File: src/rtl/alu_pkg.sv
`default_nettype none
// ============================================================================
// Module      : alu_pkg
// Description : Shared ALU op-codes, data widths and scheduler FSM states.
// Revision    : 1.0
// ============================================================================
package alu_pkg;

    localparam int ALU_DATA_W = 4;
    localparam int ALU_SEL_W  = 3;

    localparam logic [ALU_SEL_W-1:0] ALU_ADD = 3'd0;
    localparam logic [ALU_SEL_W-1:0] ALU_SUB = 3'd1;
    localparam logic [ALU_SEL_W-1:0] ALU_AND = 3'd2;
    localparam logic [ALU_SEL_W-1:0] ALU_OR  = 3'd3;
    localparam logic [ALU_SEL_W-1:0] ALU_XOR = 3'd4;
    localparam logic [ALU_SEL_W-1:0] ALU_SHL = 3'd5;
    localparam logic [ALU_SEL_W-1:0] ALU_SHR = 3'd6;
    localparam logic [ALU_SEL_W-1:0] ALU_NOT = 3'd7;

    typedef enum logic [1:0] {
        IDLE = 2'd0,
        EXEC = 2'd1,
        RESP = 2'd2
    } sched_state_t;

endpackage
`default_nettype wire

File: src/rtl/rr_arbiter.sv
`default_nettype none
// ============================================================================
// Module      : rr_arbiter
// Description : Combinational round-robin pick, scanning upward from last_grant+1.
// Revision    : 1.0
// ============================================================================
module rr_arbiter #(
    parameter int NUM_REQ = 4,
    parameter int IDX_W   = 2
) (
    input  logic [NUM_REQ-1:0] req,
    input  logic [IDX_W-1:0]   last_grant,
    output logic [NUM_REQ-1:0] grant,
    output logic [IDX_W-1:0]   grant_idx
);

    logic             w_found;
    logic [IDX_W-1:0] w_idx;

    always_comb begin
        grant     = '0;
        grant_idx = '0;
        w_found   = 1'b0;
        w_idx     = '0;
        // Offsets 1..NUM_REQ visit every requester once, last_grant itself last.
        for (int i = 1; i <= NUM_REQ; i++) begin
            w_idx = IDX_W'((int'(last_grant) + i) % NUM_REQ);
            if (!w_found && req[w_idx]) begin
                w_found        = 1'b1;
                grant[w_idx]   = 1'b1;
                grant_idx      = w_idx;
            end
        end
    end

endmodule
`default_nettype wire

File: src/rtl/alu_rr_scheduler.sv
`default_nettype none
// ============================================================================
// Module      : alu_rr_scheduler
// Description : Round-robin sharing of one external 4-bit ALU among NUM_REQ requesters.
// Revision    : 1.0
// ============================================================================
module alu_rr_scheduler
    import alu_pkg::*;
#(
    parameter int NUM_REQ = 4,
    parameter int ID_W    = 2
) (
    input  logic                          clk,
    input  logic                          rst_n,
    input  logic [NUM_REQ-1:0]            req_valid,
    output logic [NUM_REQ-1:0]            req_ready,
    input  logic [ALU_DATA_W*NUM_REQ-1:0] req_a,
    input  logic [ALU_DATA_W*NUM_REQ-1:0] req_b,
    input  logic [ALU_SEL_W*NUM_REQ-1:0]  req_sel,
    output logic [ALU_DATA_W-1:0]         alu_a,
    output logic [ALU_DATA_W-1:0]         alu_b,
    output logic [ALU_SEL_W-1:0]          alu_sel,
    input  logic [ALU_DATA_W-1:0]         alu_result,
    input  logic                          alu_carry,
    output logic                          rsp_valid,
    input  logic                          rsp_ready,
    output logic [ID_W-1:0]               rsp_id,
    output logic [ALU_DATA_W-1:0]         rsp_result,
    output logic                          rsp_carry
);

    sched_state_t          r_state;
    sched_state_t          w_state_next;
    logic                  w_accept;
    logic [ID_W-1:0]       r_last_grant;
    logic [NUM_REQ-1:0]    w_grant;
    logic [ID_W-1:0]       w_grant_idx;
    logic [ALU_DATA_W-1:0] w_pay_a;
    logic [ALU_DATA_W-1:0] w_pay_b;
    logic [ALU_SEL_W-1:0]  w_pay_sel;
    logic [ALU_DATA_W-1:0] r_alu_a;
    logic [ALU_DATA_W-1:0] r_alu_b;
    logic [ALU_SEL_W-1:0]  r_alu_sel;
    logic                  r_rsp_valid;
    logic [ID_W-1:0]       r_rsp_id;
    logic [ALU_DATA_W-1:0] r_rsp_result;
    logic                  r_rsp_carry;

    rr_arbiter #(
        .NUM_REQ (NUM_REQ),
        .IDX_W   (ID_W)
    ) u_arb (
        .req        (req_valid),
        .last_grant (r_last_grant),
        .grant      (w_grant),
        .grant_idx  (w_grant_idx)
    );

    always_comb begin
        w_pay_a   = '0;
        w_pay_b   = '0;
        w_pay_sel = '0;
        for (int i = 0; i < NUM_REQ; i++) begin
            if (w_grant[i]) begin
                w_pay_a   = req_a[i*ALU_DATA_W +: ALU_DATA_W];
                w_pay_b   = req_b[i*ALU_DATA_W +: ALU_DATA_W];
                w_pay_sel = req_sel[i*ALU_SEL_W +: ALU_SEL_W];
            end
        end
    end

    always_ff @(posedge clk) begin
        if (!rst_n) r_state <= IDLE;
        else        r_state <= w_state_next;
    end

    always_comb begin
        w_state_next = r_state;
        w_accept     = 1'b0;
        case (r_state)
            IDLE: begin
                if (|req_valid) begin
                    w_accept     = 1'b1;
                    w_state_next = EXEC;
                end
            end
            EXEC:    w_state_next = RESP;
            RESP:    if (rsp_ready) w_state_next = IDLE;
            default: w_state_next = IDLE;
        endcase
    end

    // Grants are only ever visible while idle; the arbiter output is zero without requests.
    assign req_ready = (r_state == IDLE) ? w_grant : '0;

    always_ff @(posedge clk) begin
        if (!rst_n) begin
            r_alu_a      <= '0;
            r_alu_b      <= '0;
            r_alu_sel    <= '0;
            r_rsp_valid  <= 1'b0;
            r_rsp_id     <= '0;
            r_rsp_result <= '0;
            r_rsp_carry  <= 1'b0;
            r_last_grant <= ID_W'(NUM_REQ - 1);
        end else begin
            if (w_accept) begin
                r_alu_a      <= w_pay_a;
                r_alu_b      <= w_pay_b;
                r_alu_sel    <= w_pay_sel;
                r_rsp_id     <= w_grant_idx;
                r_last_grant <= w_grant_idx;
            end
            if (r_state == EXEC) begin
                r_rsp_result <= alu_result;
                r_rsp_carry  <= alu_carry;
                r_rsp_valid  <= 1'b1;
            end
            if (r_state == RESP && rsp_ready) begin
                r_rsp_valid <= 1'b0;
            end
        end
    end

    assign alu_a      = r_alu_a;
    assign alu_b      = r_alu_b;
    assign alu_sel    = r_alu_sel;
    assign rsp_valid  = r_rsp_valid;
    assign rsp_id     = r_rsp_id;
    assign rsp_result = r_rsp_result;
    assign rsp_carry  = r_rsp_carry;

endmodule
`default_nettype wire

File: config.mk
export PLATFORM = sky130hd
export DESIGN_NAME = alu_rr_scheduler
export DESIGN_NICKNAME = d
export VERILOG_FILES = /design/src/rtl/alu_pkg.sv /design/src/rtl/rr_arbiter.sv /design/src/rtl/alu_rr_scheduler.sv
export SDC_FILE = /design/constraint.sdc
export NUM_CORES = 1
export LEC_CHECK = 0
export CORE_ASPECT_RATIO = 1.75
export CORE_MARGIN = 2
export CORE_UTILIZATION = 39
export DETAILED_ROUTE_END_ITERATION = 7
export MAX_ROUTING_LAYER = met4
export PLACE_DENSITY_LB_ADDON = 0.15
export SLEW_MARGIN = 20
export SYNTH_ARGS = -nofsm -noshare
export SYNTH_HDL_FRONTEND = slang
export SYNTH_HIERARCHICAL = 1
export SYNTH_SLANG_ARGS = --single-unit
File: constraint.sdc
create_clock -name clk -period 8 [get_ports clk]
set_input_delay 1.2 -clock clk [delete_from_list [all_inputs] [get_ports clk]]
set_output_delay 1.2 -clock clk [all_outputs]
set_load 0.01 [all_outputs]
Word level (Yosys, flattened, before mapping)
Cells that the tools add are included.
Widths: inputs -> output; s select.

word-level totals
  bits in registers = 23
  bits of input ports = 56
  output and inout bits = 23

operators by class
  add/sub/neg operators = 4
  $lt $le $gt $ge = 8
  eq/ne operators = 4
  mux-type cells = 45
  bitwise gates (word level) = 4
  reductions and logical operators = 15

operators by type and width
  kind                 count
  $mux 4               13
  $mux 1               13
  $lt 2x3->1 const B   4
  $mux 2               6
  $mux 3               4
  $or 4x4->4           3
  $bmux 1 s2           4
  $demux 1 s2          4
  $ge 2x1->1 const B   4
  $logic_and 1x1->1    8
  $pmux 2 s3           1
  $add 2x1->2 const B  2
  $add 2x2->2 const B  2
  $ne 2x2->1 const B   2
  $reduce_or 4->1      1
  $logic_not 1->1      3
  $eq 2x1->1 const B   1
  $eq 2x2->1 const B   1
  $logic_not 2->1      1
  $reduce_and 2->1     1
  $reduce_or 2->1      1
  $not 1->1            1

Depth between registers and ports, before layout
Gate-level depths: netlist (run 1).

  word-level depth = 17
  depth in mapped cells = 12
  depth with buffers taken out = 9

Hierarchy
Netlist (run 1), hierarchy kept.

by module, submodules not included
  module            instances  cells each  area each (µm²)
  alu_rr_scheduler  1          121         1,079.8
  rr_arbiter        1          68          545.5

Least setup slack after synthesis (run 1)
No wires, ideal clock.

  path type = input to output
  from = in req_valid[3]
  to = out req_ready[1]
  arrival = 2,804 ps
  path slack = 3,996 ps
  stages = 6
  cells stage by stage = buf_6 mux4_2 a211oi_2 a221o_2 clkbuf_1 and2_1

on the way
  cells in the longest elaborated chain, start to end = 13

ends and longest elaborated chain
  item                          line                    RTL
  start, declared               alu_rr_scheduler.sv:15  input logic [NUM_REQ-1:0] req_valid,
  $bmux 1 s2                    rr_arbiter.sv:28        if (!w_found && req[w_idx]) begin
  $mux 1 (not written as such)  rr_arbiter.sv:28
  $mux 1                        rr_arbiter.sv:28
  $logic_not 1->1               rr_arbiter.sv:28
  $logic_and 1x1->1             rr_arbiter.sv:28
  $mux 1                        rr_arbiter.sv:28
  $logic_not 1->1               rr_arbiter.sv:28
  $logic_and 1x1->1             rr_arbiter.sv:28
  $mux 1                        rr_arbiter.sv:28
  $logic_not 1->1               rr_arbiter.sv:28
  $logic_and 1x1->1             rr_arbiter.sv:28
  $mux 4 *                      rr_arbiter.sv:28
  net w_grant[1]                alu_rr_scheduler.sv:36  logic [NUM_REQ-1:0] w_grant;
  $mux 4 *                      alu_rr_scheduler.sv:94  assign req_ready = (r_state == IDLE) ? w_grant : '0;
  end, declared                 alu_rr_scheduler.sv:16  output logic [NUM_REQ-1:0] req_ready,

Mark *: on every way through the listed nets, which the timed path passes. The rest lies on a longest branch. The select of a mux whose other input is x is not followed.

Final worst setup path (run 1)
  from = in req_valid[1]
  to = out req_ready[3]

The elaborated chain is that of the path after synthesis.

==> results.json, run 1 <==
{
  "status": "completed",
  "fmax_ghz": 0.193,
  "rsz0062_at_grt": "no",
  "sw_frac_of_total_pct": 38.7,
  "min_period_over_period_pct": 64.9,
  "final_util_pct": 59.2,
  "grt_first_pass_wirelength_mm": 7.56,
  "cts_buffer_depth": 2,
  "coreArea_sq_um": 4070,
  "antenna_found_initial": 0,
  "setup_viol": 0,
  "drive_gt1_share_pct": 7.81,
  "hold_path_class": "flip-flop to flip-flop",
  "cts_setup_buffers": 0,
  "synth-seq-cells": 23,
  "clock_sinks": 23,
  "reg2reg_depth": 9,
  "synth_cell_types": 42,
  "dr.pass1.iters": 4,
  "peakVddDrop_mv": 0.133,
  "p_switching_uw": 206,
  "gp_congestion": 0.783,
  "htree_levels": 1,
  "tns_ps": 0,
  "setup_ws_ps": 2810,
  "final_cell_mix": "clkdlybuf4s50_1, nand2_1, dfxtp_1, nor2_1, a221oi_1",
  "initial_utilization_pct": 39.9,
  "avgViaCountPerCell": 5.73,
  "path_clk_slew_ps": 90,
  "area_growth_pct": 48.4,
  "place_ws_ps": 2810,
  "reg2reg_to": "alu_sel[2]",
  "wl_per_cell_um": 16.4,
  "slew_headroom_pct": 45.9,
  "avgSynthCellArea_sq_um": 8.60,
  "syn_nets": 253,
  "synthCells": 189,
  "worst_pin_slew_ps": 809,
  "grt_overflow": 0,
  "cts-resized-gates": 0,
  "cts_buffers": 3,
  "cap_violations": 0,
  "finalNetCount": 321,
  "grt_pass1_vias": 1603,
  "dieArea_sq_um": 4720,
  "critPathArrivalTime_ps": 3990,
  "endpoint_kind": "output port",
  "synth_area_leaders": "dfxtp_1, a221oi_1, ha_1, o32ai_1, nand2_1",
  "slew_viol_final": 0,
  "hold_viol_final": 0,
  "required_ps": 6800,
  "skew_ps": 3.70,
  "num_antenna_cells": 0,
  "cellLeakagePower_nw": 0.893,
  "min_to": "alu_a[2]",
  "boundaryPins": 79,
  "cts_tree": "done",
  "fin_hold_ws_ps": 478,
  "drc": 0,
  "grt_usage_pct": 21.6,
  "clock_latency_ps": 270,
  "die_y_um": 89.4,
  "synth_seq_area_share_pct": 28.3,
  "hold_buffers": 0,
  "power_frac_clock_pct": 13.7,
  "critPathMaxFanout": 13,
  "drt_iter0_markers": 34,
  "pwr-share-comb_pct": 56.0,
  "ant_nets": 0,
  "dp_hpwl_mm": 3.75,
  "io_buffers": 78,
  "synth_top_area_cell": "dfxtp_1",
  "vias": 1747,
  "final_common_cell": "clkdlybuf4s50_1",
  "post-route-min-period_ps": 5190,
  "startpoint_type": "primary input",
  "netlist.area_leader.share_pct": 28.3,
  "p_int_uw": 328,
  "hold_depth": 2,
  "yosysWarnings": 6,
  "die_w_um": 52.8,
  "cts_root_buffer": "clkbuf_8",
  "routed_wl_mm": 5.01,
  "synth_area_sq_um": 1630,
  "rows": 31,
  "min-delay-start": "alu_a[2]",
  "crit_type": "primary input to output port",
  "r2r_setup_slack_ps": 4190,
  "grt_max_degree": 21,
  "seq_power_share_pct": 30.2,
  "p_per_area_nw_per_um2": 221,
  "r2r-start": "r_last_grant[0]"
}
## cell usage after synthesis, drive strengths merged
library cell / number
a2111o: 1
a211oi: 1
a21oi: 5
a221o: 4
a221oi: 13
a22oi: 3
and2: 3
and3b: 1
buf: 9
clkbuf: 6
clkinv: 1
dfxtp: 23
ha: 8
inv: 5
mux2: 1
mux2i: 6
mux4: 2
nand2: 23
nand2b: 2
nand3: 5
nand3b: 1
nor2: 12
nor2b: 7
nor3: 3
nor3b: 1
nor4: 1
nor4b: 1
o211ai: 2
o21ai: 10
o221a: 1
o22ai: 11
o2bb2ai: 1
o32ai: 11
or2: 2
or3b: 2
or4: 1
## worst max-delay path: stages
cell             delay, ps
clkdlybuf4s50_1        640
mux4_2                 630
a211oi_2               360
a221o_2                240
inv_1                  190
nor2_1                 170
clkdlybuf4s50_1        550
## worst max-delay path by stage
stage / start / end / slack, ps / cells past startpoint
after floorplan: req_valid[3] / req_ready[1] / 4000 / 6
after global placement: req_valid[0] / req_ready[3] / 2910 / 7
after detailed placement: req_valid[0] / req_ready[3] / 2810 / 7
after CTS: req_valid[1] / req_ready[3] / 2810 / 7
after global routing: req_valid[1] / req_ready[3] / 2640 / 7
final: req_valid[1] / req_ready[3] / 2810 / 7
## per-stage QoR
step	std cells	instance area [sq um]	power [mW]
global placement	301	2370	0.461
global route	305	2410	0.574
floorplan	189	1630	0.349
CTS	305	2410	0.536
finish	305	2410	0.534
detailed placement	301	2370	0.465
## power by group through the flow
| stage | logic (mW) | clock network (mW) | registers [mW] |
|---|---|---|---|
| 3_5_place_dp | 0.300 | 0 | 0.165 |
| 4_1_cts | 0.300 | 0.0737 | 0.162 |
| 3_3_place_gp | 0.298 | 0 | 0.163 |
| 2_1_floorplan | 0.180 | 0 | 0.170 |
| 5_1_grt | 0.330 | 0.0792 | 0.165 |
| 6_report | 0.299 | 0.0733 | 0.161 |
## metal layers
metal  wire, um  global-route usage [%]  vias to the layer above
met2       2540                    38.8                       67
met1       2030                    23.8                      818
met5          0                       -                        -
met3        401                    4.01                        4
li1           -                       -                      858
met4         48                    6.29                        0
## logic make-up (layout without fill, tap and decap cells)
kind of cell	after synthesis	in the layout	synth area share, %
compound gates	63	63	29.9
buf+inv	21	88	7.62
fa+ha+maj	8	8	6.16
mux	9	9	7.16
flops	23	23	28.3
simple gates	65	65	20.8
## registers in the layout (all words and copies together), names as in the netlist, 2 cells and up
| register | cells |
|---|---|
| alu_a | 4 |
| alu_b | 4 |
| alu_sel | 3 |
| rsp_id | 2 |
| r_state | 2 |
| r_last_grant | 2 |
| rsp_result | 4 |
## cell type report
cell class / count / area (sq um)
fillers: 397 / 1660
clock buffers: 3 / 41.3
repair buffers: 78 / 781
clock inverters: 1 / 5.00
inverters: 6 / 22.5
flip-flops and latches: 23 / 460
well taps: 49 / 61.3
multi-input cells: 145 / 1040
No activity file was read; power rests on OpenSTA's default activity.
==> run 2: changes to the inputs <==
==> constraint.sdc (replaced) <==
create_clock -name clk -period 4.8 [get_ports clk]
set_input_delay 0.72 -clock clk [delete_from_list [all_inputs] [get_ports clk]]
set_output_delay 0.72 -clock clk [all_outputs]
set_load 0.01 [all_outputs]
==> run 2 against run 1 <==
Effect of this change:
- clock power up 65%
- first-iteration DRC count grew 29%
- design area grew 0.62%
- global-route usage decreased by 0.81 points
- die area stayed put
- sequential cell count did not move
- sequential power increased by 58%
- largest power group unchanged
- highest routed layer unchanged
==> results.json, run 2 (synthesis results as in run 1) <==
{
  "slew_headroom_pct": 41.1,
  "status": "completed",
  "reg2reg_to": "alu_a[3]",
  "cts_setup_buffers": 0,
  "fin_hold_ws_ps": 477,
  "hold_viol_final": 0,
  "wl_met1_mm": 2.06,
  "dp_hpwl_mm": 3.78,
  "seqCellArea_sq_um": 460,
  "drc": 0,
  "skew_ps": 6.77,
  "endpoint_kind": "output port",
  "clock_sinks": 23,
  "crit_chain": "clkdlybuf4s50_1 -> or3b_1 -> a2111o_1 -> nand2_1 -> a221o_2 -> inv_1 -> nor2_1 -> clkdlybuf4s50_1",
  "finalNetCount": 323,
  "r2r_setup_slack_ps": 1630,
  "grt_pass1_vias": 1511,
  "hold_path_class": "flip-flop to flip-flop",
  "avgViaCountPerCell": 5.62,
  "wl_per_cell_um": 16.1,
  "ant_nets": 0,
  "area_growth_pct": 49.3,
  "r2r-start": "r_last_grant[1]",
  "rsz0062_at_grt": "no",
  "place_inst": 303,
  "die_y_um": 89.4,
  "htree_levels": 1,
  "routed_wl_mm": 4.95,
  "cap_violations": 0,
  "final_cell_mix": "clkdlybuf4s50_1, nand2_1, dfxtp_1, nor2_1, a221oi_1",
  "boundaryPins": 79,
  "tns_ps": 0,
  "grt_usage_pct": 20.8,
  "cts_buffer_depth": 2,
  "cp-startpoint": "req_valid[2]",
  "path_clk_slew_ps": 80,
  "instances_no_fill": 307,
  "sw_frac_of_total_pct": 38.3,
  "hold_buffers": 0,
  "final_util_pct": 59.6,
  "setup_ws_ps": 651,
  "slew_viol_final": 0,
  "gp_congestion": 0.784,
  "grt_overflow": 0,
  "nFillCells": 394,
  "die_w_um": 52.8,
  "reg2reg_depth": 9,
  "place_ws_ps": 643,
  "post_dp_cell_area_sq_um": 2380,
  "multi_input_area_sq_um": 1040,
  "critPathArrivalTime_ps": 3430,
  "power_uw": 891,
  "seq_power_share_pct": 28.6,
  "p_int_uw": 550,
  "coreArea_sq_um": 4070,
  "dr.pass1.iters": 4,
  "drive_gt1_share_pct": 8.53,
  "min_period_over_period_pct": 86.4,
  "critPathMaxFanout": 13,
  "grt_first_pass_wirelength_mm": 7.18,
  "antenna_found_initial": 0,
  "vias": 1726,
  "endpoint": "req_ready[3]",
  "p_switching_uw": 341,
  "drt_iter0_markers": 44,
  "cts_tree": "done",
  "initial_utilization_pct": 39.9,
  "slowest_delay_ps": 740,
  "cellLeakagePower_nw": 0.902,
  "startpoint_type": "primary input",
  "final_common_cell": "clkdlybuf4s50_1",
  "required_ps": 4080,
  "power_frac_clock_pct": 13.6,
  "fmax_ghz": 0.241,
  "cts_buffers": 3,
  "wl_met3_um": 368,
  "crit_type": "primary input to output port",
  "cts-resized-gates": 0,
  "pwr-share-comb_pct": 57.8,
  "post-route-min-period_ps": 4150,
  "p_per_area_nw_per_um2": 367,
  "dieArea_sq_um": 4720,
  "grt_max_degree": 20,
  "setup_viol": 0,
  "route.met2.wl_mm": 2.46,
  "num_antenna_cells": 0,
  "top_layer": "met4",
  "rows": 31,
  "io_buffers": 78,
  "worst_pin_slew_ps": 880,
  "fin_area_sq_um": 2430,
  "crit_top_cell": "clkdlybuf4s50_1",
  "slowest_stage": "clkdlybuf4s50_1",
  "peakVddDrop_mv": 0.222,
  "clock_latency_ps": 270,
  "cts_root_buffer": "clkbuf_8"
}
[run 2: cell types whose count changed in the layout (fill, tap and decap cells not counted), sizes merged]
cell	delta
buf	+2
[run 2: how the worst min path moves through the flow]
stage | start | endpoint | slack [ps] | cells past startpoint
2_1_floorplan | alu_a[2] | alu_a[2] | 490 | 2
3_3_place_gp | alu_b[1] | alu_b[1] | 460 | 2
3_5_place_dp | alu_a[3] | alu_a[3] | 470 | 2
4_1_cts | alu_a[3] | alu_a[3] | 480 | 2
5_1_grt | alu_a[2] | alu_a[2] | 500 | 2
6_report | alu_a[1] | alu_a[1] | 480 | 2
[run 2: power groups by stage]
stage / registers [mW] / clock network (mW) / logic [mW]
6_report: 0.255 / 0.121 / 0.515
5_1_grt: 0.259 / 0.131 / 0.565
4_1_cts: 0.255 / 0.124 / 0.518
3_5_place_dp: 0.260 / 0 / 0.517
3_3_place_gp: 0.259 / 0 / 0.515
2_1_floorplan: 0.283 / 0 / 0.299
[run 2: critical path: cells and delay by family]
family | cells | cell delay [ps]
simple gates | 3 | 690
buf+inv | 3 | 1460
compound gates | 2 | 550
[run 2: metal layers]
layer / up-vias / global-route usage, %
li1: 864 / -
met1: 803 / 22.9
met2: 53 / 36.5
met3: 6 / 3.85
met4: 0 / 7.69
met5: - / -
[run 2: final cells by class]
type / instances / share of cell area (%)
Clock inverter: 1 / 0.206
Multi-Input combinational cell: 145 / 42.9
Timing Repair Buffer: 80 / 32.8
Inverter: 6 / 0.928
Clock buffer: 3 / 1.70
Sequential cell: 23 / 19.0
Tap cell: 49 / 2.53
==> run 3: changes to the inputs <==
--- a/config.mk
+++ b/config.mk
@@ -9,6 +9,7 @@
 export CORE_MARGIN = 2
 export CORE_UTILIZATION = 39
 export DETAILED_ROUTE_END_ITERATION = 7
+export DONT_BUFFER_PORTS = 1
 export MAX_ROUTING_LAYER = met4
 export PLACE_DENSITY_LB_ADDON = 0.15
 export SLEW_MARGIN = 20
==> run 3 against run 2 <==
Effect of this change:
- sequential cell count did not move
- combinational power fell by 34%
- setup slack improved by 210 ps
- sequential share of layout area rose by 9.3 points
- clock skew fell by 3.1 ps
- global-route usage fell by 2.9 points
- maximum frequency rose by 5.2%
- non-clock buffer count fell by 80
- die area did not move
- total power fell by 15%
- via count fell by 14%
- critical endpoint unchanged
- highest routed layer unchanged
==> results.json, run 3 (synthesis results as in run 1) <==
{
  "status": "completed",
  "final_cell_mix": "nand2_1, dfxtp_1, nor2_1, a221oi_1",
  "clock_latency_ps": 260,
  "tns_ps": 0,
  "setup_viol": 0,
  "finalNetCount": 243,
  "critPathMaxFanout": 20,
  "grt_usage_pct": 17.9,
  "post-route-min-period_ps": 3940,
  "cap_violations": 0,
  "antenna_found_initial": 0,
  "skew_ps": 3.69,
  "drc": 0,
  "drive_gt1_share_pct": 11.2,
  "slew_headroom_pct": 46.3,
  "min_period_over_period_pct": 82.2,
  "grt_pass1_vias": 1324,
  "wl_per_cell_um": 19.0,
  "vias": 1481,
  "drt_iter0_markers": 25,
  "setup_ws_ps": 857,
  "boundaryPins": 79,
  "die_y_um": 89.4,
  "area_growth_pct": 0.385,
  "hold_path_class": "primary input to flip-flop",
  "nFillCells": 439,
  "slew_viol_final": 0,
  "cts-resized-gates": 0,
  "hold_viol_final": 0,
  "grt_max_degree": 21,
  "avgViaCountPerCell": 6.52,
  "crit_type": "flip-flop to output port",
  "clock_sinks": 23,
  "worst_pin_slew_ps": 803,
  "rsz0062_at_grt": "no",
  "fmax_ghz": 0.254,
  "dieArea_sq_um": 4720,
  "grt_overflow": 0,
  "critPathArrivalTime_ps": 3220,
  "reg2reg_depth": 9,
  "hold_depth": 1,
  "p_per_area_nw_per_um2": 462,
  "num_antenna_cells": 0,
  "required_ps": 4080,
  "power_uw": 753,
  "die_w_um": 52.8,
  "dr.pass1.iters": 4,
  "htree_levels": 1,
  "cts_tree": "done",
  "endpoint_kind": "output port",
  "cts_buffer_depth": 2,
  "ant_nets": 0,
  "cts_setup_buffers": 0,
  "gp_congestion": 0.832,
  "cts_root_buffer": "clkbuf_8",
  "initial_utilization_pct": 39.9,
  "dp_hpwl_mm": 3.33,
  "routed_wl_mm": 4.32,
  "startpoint_type": "flip-flop",
  "grt_first_pass_wirelength_mm": 6.20,
  "cellLeakagePower_nw": 0.597,
  "place_ws_ps": 1130,
  "hold_buffers": 0,
  "io_buffers": 0,
  "peakVddDrop_mv": 0.222,
  "cts_buffers": 3,
  "rows": 31,
  "r2r_setup_slack_ps": 1120,
  "path_clk_slew_ps": 90,
  "coreArea_sq_um": 4070
}
-- run 3: changes by cell type in the layout (fill, tap and decap cells not counted) --
cell             before  now
clkdlybuf4s50_1      78    0
buf_4                 2    0
-- run 3: per-layer routing --
layer	track usage (%)	share of wire [%]	wire length, um	vias up
met3	1.34	5.2	223	6
met2	34.5	56	2420	61
li1	-	-	-	703
met4	6.53	1.4	59	0
met5	-	0	0	-
met1	18.1	37	1620	711
-- run 3: worst paths after layout --
path / start / endpoint
worst min register to register: alu_a[2] / alu_a[2]
worst max register to register: r_last_grant[0] / alu_sel[2]
worst max-delay path: r_last_grant[0] / req_ready[3]
worst min-delay path: rst_n / r_last_grant[1]
-- run 3: final cells by class --
cell class,count,area [sq um],share of cell area (%)
clock buffers,3,41.3,2.53
well taps,49,61.3,3.76
clock inverters,1,5.00,0.307
flip-flops and latches,23,460,28.2
inverters,6,22.5,1.38
multi-input cells,145,1040,63.8
-- run 3: power by group --
| group | switching (mW) | total, mW | internal [mW] |
|---|---|---|---|
| logic | 0.196 | 0.339 | 0.143 |
| registers | 0.0584 | 0.292 | 0.234 |
| clock network | 0.0640 | 0.122 | 0.0579 |
| total | 0.319 | 0.753 | 0.434 |
-- run 3: through the flow --
stage / util [%] / cell area (sq um) / hold WS, ps / cells
after global placement: 38.9 / 1590 / 512 / 223
after global routing: 40.1 / 1630 / 512 / 227
after CTS: 40.1 / 1630 / 519 / 227
final: 40.1 / 1630 / 524 / 227
after detailed placement: 38.9 / 1590 / 521 / 223
after floorplan: - / 1630 / 493 / 189
-- run 3: worst max-delay path: stages (launching register included) --
cell	delay, ps
dfxtp_1	750
inv_1	240
ha_1	540
mux4_2	430
nand2_1	100
o21ai_0	90
a221o_2	340
inv_1	310
nor2_1	160
